===== config.mk =====
export PLATFORM = sky130hd
export DESIGN_NAME = ref_clk_training_ctrl_flat
export DESIGN_NICKNAME = d
export VERILOG_FILES = /design/src/rtl/ref_clk_training_ctrl_if.sv /design/src/rtl/ref_clk_training_ctrl.sv /design/src/flat_wrapper.sv
export SDC_FILE = /design/constraint.sdc
export NUM_CORES = 1
export LEC_CHECK = 0
export CAP_MARGIN = 20
export CORE_MARGIN = 2
export CORE_UTILIZATION = 30
export CTS_CLUSTER_DIAMETER = 60
export DETAILED_ROUTE_END_ITERATION = 8
export GPL_TIMING_DRIVEN = 0
export MAX_ROUTING_LAYER = met4
export PLACE_DENSITY = 0.5
export SLEW_MARGIN = 30
export SYNTH_ARGS = -nofsm -noshare
export SYNTH_HDL_FRONTEND = slang
export SYNTH_SLANG_ARGS = --single-unit

===== constraint.sdc =====
create_clock -name FAB_CLK -period 2.95 [get_ports FAB_CLK]
set_clock_uncertainty 0.2 [all_clocks]
set_input_delay 0.295 -clock FAB_CLK [delete_from_list [all_inputs] [get_ports FAB_CLK]]
set_output_delay 0.295 -clock FAB_CLK [all_outputs]
set_load 0.05 [all_outputs]

===== src/rtl/ref_clk_training_ctrl_if.sv =====
// Control/status bundle between the CK loopback training controller and its IOD lane / PHY sequencer.
// The controller side uses the master modport; the lane/sequencer side uses slave.
interface ref_clk_training_ctrl_if #(
  parameter int unsigned TAP_W = 7
);
  logic             TRAINING_START;
  logic [7:0]       RX_DATA_0;
  logic             EYE_MONITOR_EARLY_0;
  logic             EYE_MONITOR_LATE_0;
  logic             DELAY_LINE_OUT_OF_RANGE_0;
  logic             DELAY_LINE_LOAD_0;
  logic             DELAY_LINE_MOVE_0;
  logic             DELAY_LINE_DIRECTION_0;
  logic             EYE_MONITOR_CLEAR_FLAGS_0;
  logic             TRAINING_BUSY;
  logic             TRAINING_DONE;
  logic             TRAINING_ERR;
  logic [TAP_W-1:0] TAP_VALUE;
  logic [TAP_W-1:0] EDGE_TAP;

  modport master (
    input  TRAINING_START, RX_DATA_0, EYE_MONITOR_EARLY_0, EYE_MONITOR_LATE_0,
           DELAY_LINE_OUT_OF_RANGE_0,
    output DELAY_LINE_LOAD_0, DELAY_LINE_MOVE_0, DELAY_LINE_DIRECTION_0,
           EYE_MONITOR_CLEAR_FLAGS_0, TRAINING_BUSY, TRAINING_DONE, TRAINING_ERR,
           TAP_VALUE, EDGE_TAP
  );

  modport slave (
    output TRAINING_START, RX_DATA_0, EYE_MONITOR_EARLY_0, EYE_MONITOR_LATE_0,
           DELAY_LINE_OUT_OF_RANGE_0,
    input  DELAY_LINE_LOAD_0, DELAY_LINE_MOVE_0, DELAY_LINE_DIRECTION_0,
           EYE_MONITOR_CLEAR_FLAGS_0, TRAINING_BUSY, TRAINING_DONE, TRAINING_ERR,
           TAP_VALUE, EDGE_TAP
  );
endinterface


===== src/rtl/ref_clk_training_ctrl.sv =====
// CK loopback delay-line training: sweeps the RX delay up from tap 0 until the sampled
// clock phase flips, then parks on that tap and reports DONE, or ERR on failure.
module ref_clk_training_ctrl #(
  parameter int unsigned MAX_TAPS      = 128,
  parameter int unsigned TAP_W         = 7,
  parameter int unsigned SETTLE_CYCLES = 8,
  parameter int unsigned SAMPLE_COUNT  = 4
) (
  input  logic                          FAB_CLK,
  input  logic                          RESET,
  ref_clk_training_ctrl_if.master       bus
);

  localparam int unsigned CNT_MAX = (SETTLE_CYCLES > SAMPLE_COUNT) ? SETTLE_CYCLES : SAMPLE_COUNT;
  localparam int unsigned CNT_W   = $clog2(CNT_MAX + 1);

  localparam logic [CNT_W-1:0] SETTLE_LAST = CNT_W'(SETTLE_CYCLES - 1);
  localparam logic [CNT_W-1:0] SAMPLE_LAST = CNT_W'(SAMPLE_COUNT - 1);
  localparam logic [TAP_W-1:0] TAP_LAST    = TAP_W'(MAX_TAPS - 1);

  typedef enum logic [2:0] {
    S_IDLE, S_LOAD, S_SETTLE, S_SAMPLE, S_EVAL, S_MOVE, S_DONE, S_ERR
  } state_t;

  state_t           state_q, state_d;
  logic [CNT_W-1:0] cnt_q, cnt_d;
  logic [TAP_W-1:0] tap_q, tap_d;
  logic [TAP_W-1:0] edge_tap_q, edge_tap_d;
  logic             ref_valid_q, ref_valid_d;
  logic             ref_phase_q, ref_phase_d;
  logic [7:0]       first_q, first_d;
  logic             ok_q, ok_d;
  logic             dir_q, dir_d;
  logic             load_q, load_d;
  logic             move_q, move_d;
  logic             clear_q, clear_d;
  logic             busy_q, busy_d;
  logic             done_q, done_d;
  logic             err_q, err_d;
  logic             stable_now_c;

  // A single capture is usable only for a clean CK pattern with no eye-monitor complaint.
  assign stable_now_c = ((bus.RX_DATA_0 == 8'h55) || (bus.RX_DATA_0 == 8'hAA)) &&
                        !bus.EYE_MONITOR_EARLY_0 && !bus.EYE_MONITOR_LATE_0;

  always_ff @(posedge FAB_CLK or posedge RESET) begin
    if (RESET) begin
      state_q     <= S_IDLE;
      cnt_q       <= '0;
      tap_q       <= '0;
      edge_tap_q  <= '0;
      ref_valid_q <= 1'b0;
      ref_phase_q <= 1'b0;
      first_q     <= '0;
      ok_q        <= 1'b0;
      dir_q       <= 1'b0;
      load_q      <= 1'b0;
      move_q      <= 1'b0;
      clear_q     <= 1'b0;
      busy_q      <= 1'b0;
      done_q      <= 1'b0;
      err_q       <= 1'b0;
    end else begin
      state_q     <= state_d;
      cnt_q       <= cnt_d;
      tap_q       <= tap_d;
      edge_tap_q  <= edge_tap_d;
      ref_valid_q <= ref_valid_d;
      ref_phase_q <= ref_phase_d;
      first_q     <= first_d;
      ok_q        <= ok_d;
      dir_q       <= dir_d;
      load_q      <= load_d;
      move_q      <= move_d;
      clear_q     <= clear_d;
      busy_q      <= busy_d;
      done_q      <= done_d;
      err_q       <= err_d;
    end
  end

  always_comb begin
    state_d     = state_q;
    cnt_d       = cnt_q;
    tap_d       = tap_q;
    edge_tap_d  = edge_tap_q;
    ref_valid_d = ref_valid_q;
    ref_phase_d = ref_phase_q;
    first_d     = first_q;
    ok_d        = ok_q;
    dir_d       = dir_q;

    unique case (state_q)
      S_IDLE, S_DONE, S_ERR: begin
        if (bus.TRAINING_START) state_d = S_LOAD;
      end
      S_LOAD: begin
        tap_d       = '0;
        ref_valid_d = 1'b0;
        cnt_d       = '0;
        state_d     = S_SETTLE;
      end
      S_SETTLE: begin
        if (cnt_q == SETTLE_LAST) begin
          cnt_d   = '0;
          state_d = S_SAMPLE;
        end else begin
          cnt_d = cnt_q + CNT_W'(1);
        end
      end
      S_SAMPLE: begin
        // First capture sets the pattern every later capture must repeat.
        if (cnt_q == '0) begin
          first_d = bus.RX_DATA_0;
          ok_d    = stable_now_c;
        end else begin
          ok_d = ok_q && stable_now_c && (bus.RX_DATA_0 == first_q);
        end
        if (cnt_q == SAMPLE_LAST) begin
          cnt_d   = '0;
          state_d = S_EVAL;
        end else begin
          cnt_d = cnt_q + CNT_W'(1);
        end
      end
      S_EVAL: begin
        // Last tap is never stepped past, so the tap counter cannot wrap.
        if (bus.DELAY_LINE_OUT_OF_RANGE_0) begin
          state_d = S_ERR;
        end else if (ok_q && !ref_valid_q) begin
          ref_phase_d = first_q[0];
          ref_valid_d = 1'b1;
          state_d     = (tap_q == TAP_LAST) ? S_ERR : S_MOVE;
        end else if (ok_q && (first_q[0] != ref_phase_q)) begin
          edge_tap_d = tap_q;
          state_d    = S_DONE;
        end else if (tap_q == TAP_LAST) begin
          state_d = S_ERR;
        end else begin
          state_d = S_MOVE;
        end
      end
      S_MOVE: begin
        tap_d   = tap_q + TAP_W'(1);
        cnt_d   = '0;
        state_d = S_SETTLE;
      end
      default: state_d = S_IDLE;
    endcase

    // Outputs are registered images of the state being entered.
    load_d  = (state_d == S_LOAD);
    move_d  = (state_d == S_MOVE);
    clear_d = (state_d == S_SETTLE) && (cnt_d == SETTLE_LAST);
    busy_d  = !((state_d == S_IDLE) || (state_d == S_DONE) || (state_d == S_ERR));
    done_d  = (state_d == S_DONE);
    err_d   = (state_d == S_ERR);
    if (state_d == S_LOAD) dir_d = 1'b1;
  end

  assign bus.DELAY_LINE_LOAD_0         = load_q;
  assign bus.DELAY_LINE_MOVE_0         = move_q;
  assign bus.DELAY_LINE_DIRECTION_0    = dir_q;
  assign bus.EYE_MONITOR_CLEAR_FLAGS_0 = clear_q;
  assign bus.TRAINING_BUSY             = busy_q;
  assign bus.TRAINING_DONE             = done_q;
  assign bus.TRAINING_ERR              = err_q;
  assign bus.TAP_VALUE                 = tap_q;
  assign bus.EDGE_TAP                  = edge_tap_q;

endmodule


===== src/flat_wrapper.sv =====
// flat-port wrapper written by rule: the top's interface ports become plain ports
module ref_clk_training_ctrl_flat 
#(
  parameter int unsigned MAX_TAPS      = 128,
  parameter int unsigned TAP_W         = 7,
  parameter int unsigned SETTLE_CYCLES = 8,
  parameter int unsigned SAMPLE_COUNT  = 4
)
  (FAB_CLK, RESET, bus_TRAINING_START, bus_RX_DATA_0, bus_EYE_MONITOR_EARLY_0, bus_EYE_MONITOR_LATE_0, bus_DELAY_LINE_OUT_OF_RANGE_0, bus_DELAY_LINE_LOAD_0, bus_DELAY_LINE_MOVE_0, bus_DELAY_LINE_DIRECTION_0, bus_EYE_MONITOR_CLEAR_FLAGS_0, bus_TRAINING_BUSY, bus_TRAINING_DONE, bus_TRAINING_ERR, bus_TAP_VALUE, bus_EDGE_TAP);
  ref_clk_training_ctrl_if #(.TAP_W(TAP_W)) bus_i ();
  input  logic FAB_CLK;
  input  logic RESET;
  input wire logic [$bits(bus_i.TRAINING_START)-1:0] bus_TRAINING_START;
  input wire logic [$bits(bus_i.RX_DATA_0)-1:0] bus_RX_DATA_0;
  input wire logic [$bits(bus_i.EYE_MONITOR_EARLY_0)-1:0] bus_EYE_MONITOR_EARLY_0;
  input wire logic [$bits(bus_i.EYE_MONITOR_LATE_0)-1:0] bus_EYE_MONITOR_LATE_0;
  input wire logic [$bits(bus_i.DELAY_LINE_OUT_OF_RANGE_0)-1:0] bus_DELAY_LINE_OUT_OF_RANGE_0;
  output wire logic [$bits(bus_i.DELAY_LINE_LOAD_0)-1:0] bus_DELAY_LINE_LOAD_0;
  output wire logic [$bits(bus_i.DELAY_LINE_MOVE_0)-1:0] bus_DELAY_LINE_MOVE_0;
  output wire logic [$bits(bus_i.DELAY_LINE_DIRECTION_0)-1:0] bus_DELAY_LINE_DIRECTION_0;
  output wire logic [$bits(bus_i.EYE_MONITOR_CLEAR_FLAGS_0)-1:0] bus_EYE_MONITOR_CLEAR_FLAGS_0;
  output wire logic [$bits(bus_i.TRAINING_BUSY)-1:0] bus_TRAINING_BUSY;
  output wire logic [$bits(bus_i.TRAINING_DONE)-1:0] bus_TRAINING_DONE;
  output wire logic [$bits(bus_i.TRAINING_ERR)-1:0] bus_TRAINING_ERR;
  output wire logic [$bits(bus_i.TAP_VALUE)-1:0] bus_TAP_VALUE;
  output wire logic [$bits(bus_i.EDGE_TAP)-1:0] bus_EDGE_TAP;
  assign bus_i.TRAINING_START = bus_TRAINING_START;
  assign bus_i.RX_DATA_0 = bus_RX_DATA_0;
  assign bus_i.EYE_MONITOR_EARLY_0 = bus_EYE_MONITOR_EARLY_0;
  assign bus_i.EYE_MONITOR_LATE_0 = bus_EYE_MONITOR_LATE_0;
  assign bus_i.DELAY_LINE_OUT_OF_RANGE_0 = bus_DELAY_LINE_OUT_OF_RANGE_0;
  assign bus_DELAY_LINE_LOAD_0 = bus_i.DELAY_LINE_LOAD_0;
  assign bus_DELAY_LINE_MOVE_0 = bus_i.DELAY_LINE_MOVE_0;
  assign bus_DELAY_LINE_DIRECTION_0 = bus_i.DELAY_LINE_DIRECTION_0;
  assign bus_EYE_MONITOR_CLEAR_FLAGS_0 = bus_i.EYE_MONITOR_CLEAR_FLAGS_0;
  assign bus_TRAINING_BUSY = bus_i.TRAINING_BUSY;
  assign bus_TRAINING_DONE = bus_i.TRAINING_DONE;
  assign bus_TRAINING_ERR = bus_i.TRAINING_ERR;
  assign bus_TAP_VALUE = bus_i.TAP_VALUE;
  assign bus_EDGE_TAP = bus_i.EDGE_TAP;
  ref_clk_training_ctrl #(.MAX_TAPS(MAX_TAPS), .TAP_W(TAP_W), .SETTLE_CYCLES(SETTLE_CYCLES), .SAMPLE_COUNT(SAMPLE_COUNT)) u_core (.FAB_CLK(FAB_CLK), .RESET(RESET), .bus(bus_i));
endmodule

==> flow_summary.ini <==
[worst_setup_path]
rr_worst_depth = 6
crit_type = reg2reg
critPathLaunchType = register
end_kind = register
rrSetupSlack_ns = 0.50
worst-endpoint-arrival_ns = 2.43
r2r_end = u_core.bus.DELAY_LINE_DIRECTION_0
startpoint = u_core.state_q[1]
r2r_start = u_core.state_q[1]
required_ns = 2.93
cp-endpoint = u_core.bus.DELAY_LINE_DIRECTION_0
worstPathMaxFanout = 10

[synthesis]
ys_types = 48
yosys.area.top_type = dfrtp_1
synth_seq_cells = 39
synth_top_area_share_pct = 48.7
syn_area_per_cell_um2 = 11.0
ys.flop_type = dfrtp_1
ys_warn_count = 0
yosysMostFrequentCell = dfrtp_1
synth_edf_count = 0
synthesis.area_um2 = 2010
ys_seq_area_share_pct = 48.7
async_flop_share_pct = 100
syn_nets = 200
synthTopCellsByArea = dfrtp_1 (49%), mux2_2 (10%), nand2_1 (2.8%)
syn_inst = 183
synth_common_cells = dfrtp_1 (39), mux2_2 (18), nand2_1 (15)

[clock_network]
htree_levels = 2
path_clk_slew_ns = 0.08
insertion_delay_ns = 0.29
cts_inserted_buffers = 5
post_cts_buffers = 0
tritoncts = built
cts-root-buf = clkbuf_8
ctsResizeCount = 0
ctsLongestPathBuffers = 2
cts_sinks = 39
cts_hold_buf = 0

[sta]
worst_slew_pin_slew_ns = 0.701
rsz0062_at_grt = no
report.final.slew_viol_count = 0
period_needed_ns = 2.45
fin_crit_sh_pct = 83.0
fin_setup_tns_ns = 0
hold_viol_final = 0
fin_ws_ns = 0.502
hold_ws_ns = 0.0713
fmax_mhz = 408
max_slew_margin_pct = 52.9
finalSetupViolCount = 0

[power_and_ir_drop]
clkPwrFrac_pct = 18.1
combPwrFrac_pct = 42.8
power.internal_mw = 1.20
p_switching_mw = 0.766
power_density_nw_per_um2 = 774
max-vdd-ir-drop_mv = 0.241
power.total_mw = 1.97
p_sw_share_pct = 38.9
seqPwrFrac_pct = 39.0
p_leak_nw = 1.06

[grt]
grt.overflow.total = 0
grt_max_degree = 27
grt_pass1_vias = 1503
antenna_found_initial = 0
grtUsageTotal_pct = 13.1
grt_pass1_wl_um = 7270

[routing]
routed_wl_um = 4310
drtIter0Drc = 106
vias_per_cell = 4.92
dr.pass1.iters = 6
routedWlPerCell_um = 14.2
ant_nets = 0
vias = 1491
drc_errors = 0

[cells_and_area]
multi_input_area_um2 = 962
drive_above_1_share_pct = 15.9
regArea_um2 = 976
syn_to_final_growth_pct = 27.0
n_antenna_cell = 0
final_util_pct = 39.7
layout.nets = 242
nFillCells = 632

[worst_hold_path]
min_path_type = in2async

[placed_design]
gp_congestion = 0.774
dp_hpwl_um = 3140
port-buffer-count = 34
place_ws_ns = 0.477

[floorplanning]
die_x_um = 85.8
row_count = 29
start_util_pct = 31.2
ios = 35
die_h_um = 85.8
dieArea_um2 = 7360
coreArea_um2 = 6420

[outcome]
status = finished, final reports clean

[run]
maxCapViolations = 0
## metrics by stage
step           area (µm²)  std cells
6_report             2550        303
3_3_place_gp         2440        294
3_5_place_dp         2460        295
5_1_grt              2550        303
4_1_cts              2550        303
2_1_floorplan        2010        183
## power groups by stage
stage / sequential (mW) / clock (mW) / combinational, mW
finish: 0.770 / 0.357 / 0.844
global route: 0.791 / 0.398 / 0.932
CTS: 0.770 / 0.371 / 0.853
detailed placement: 0.779 / 0 / 0.851
global placement: 0.777 / 0 / 0.848
floorplan: 0.860 / 0 / 0.535
## cell families (layout without fill, tap and decap cells)
kind of cell	count (synthesis)	count (layout)	synth area share [%]
xor+xnor	9	9	3.93
buf+inv	16	59	3.37
simple gates	68	68	21.0
mux	19	19	10.6
compound gates	29	29	10.6
flops	39	39	48.7
fa+ha+maj	3	3	1.87
## per-layer routing
layer	vias up	global-route usage, %	wire, µm
met5	-	-	0
met4	0	4.33	79
met2	33	18.8	1900
met3	7	3.18	161
met1	705	18.1	2170
li1	746	-	-
## worst min-delay path by stage
stage	startpoint	end	slack, ns	cells after the start
3_5_place_dp	u_core.bus.DELAY_LINE_DIRECTION_0	u_core.bus.DELAY_LINE_DIRECTION_0	0.26	1
6_report	RESET	u_core.first_q[7]	0.07	2
4_1_cts	RESET	u_core.first_q[7]	0.08	2
5_1_grt	RESET	u_core.first_q[7]	0.1	2
2_1_floorplan	bus_EYE_MONITOR_LATE_0	u_core.ok_q	0.19	1
3_3_place_gp	u_core.bus.DELAY_LINE_DIRECTION_0	u_core.bus.DELAY_LINE_DIRECTION_0	0.25	1
## cell type report
type	count	area share [%]
clock buffers	6	2.85
inverters	7	1.03
multi-input cells	128	37.8
well taps	77	3.78
repair buffers	35	14.1
plain buffers	9	1.62
clock inverters	2	0.491
flip-flops and latches	39	38.3
## placed cells by master (no fill, tap or decap), drive strengths merged, types with 2 or more instances in the layout
cell / instances
dfrtp: 39
clkdlybuf4s50: 34
mux2: 18
nand2: 15
clkbuf: 14
nand3: 7
inv: 7
nor2b: 6
xnor2: 6
o21ai: 6
nor2: 6
nand2b: 4
nor3: 4
a21oi: 4
nor4: 4
nor3b: 3
and3: 3
nor4bb: 3
xor2: 3
ha: 3
nand4: 2
a31oi: 2
o2bb2ai: 2
a22o: 2
a21o: 2
or4bb: 2
buf: 2
o32ai: 2
or2: 2
## registers in the layout (all words and copies together), names as in the netlist, 3 cells and up
register / cells
u_core.cnt_q: 4
u_core.bus.TAP_VALUE: 7
u_core.bus.EDGE_TAP: 7
u_core.first_q: 8
u_core.state_q: 3
## worst max-delay path, cell delays in order, from the launching register on
cell	delay, ns
dfrtp_1	0.38
buf_6	0.14
or3b_4	0.42
nor4_4	0.54
o32ai_2	0.27
and2_4	0.19
or2_1	0.19
Note: power is estimated with default switching activity, not from simulation.
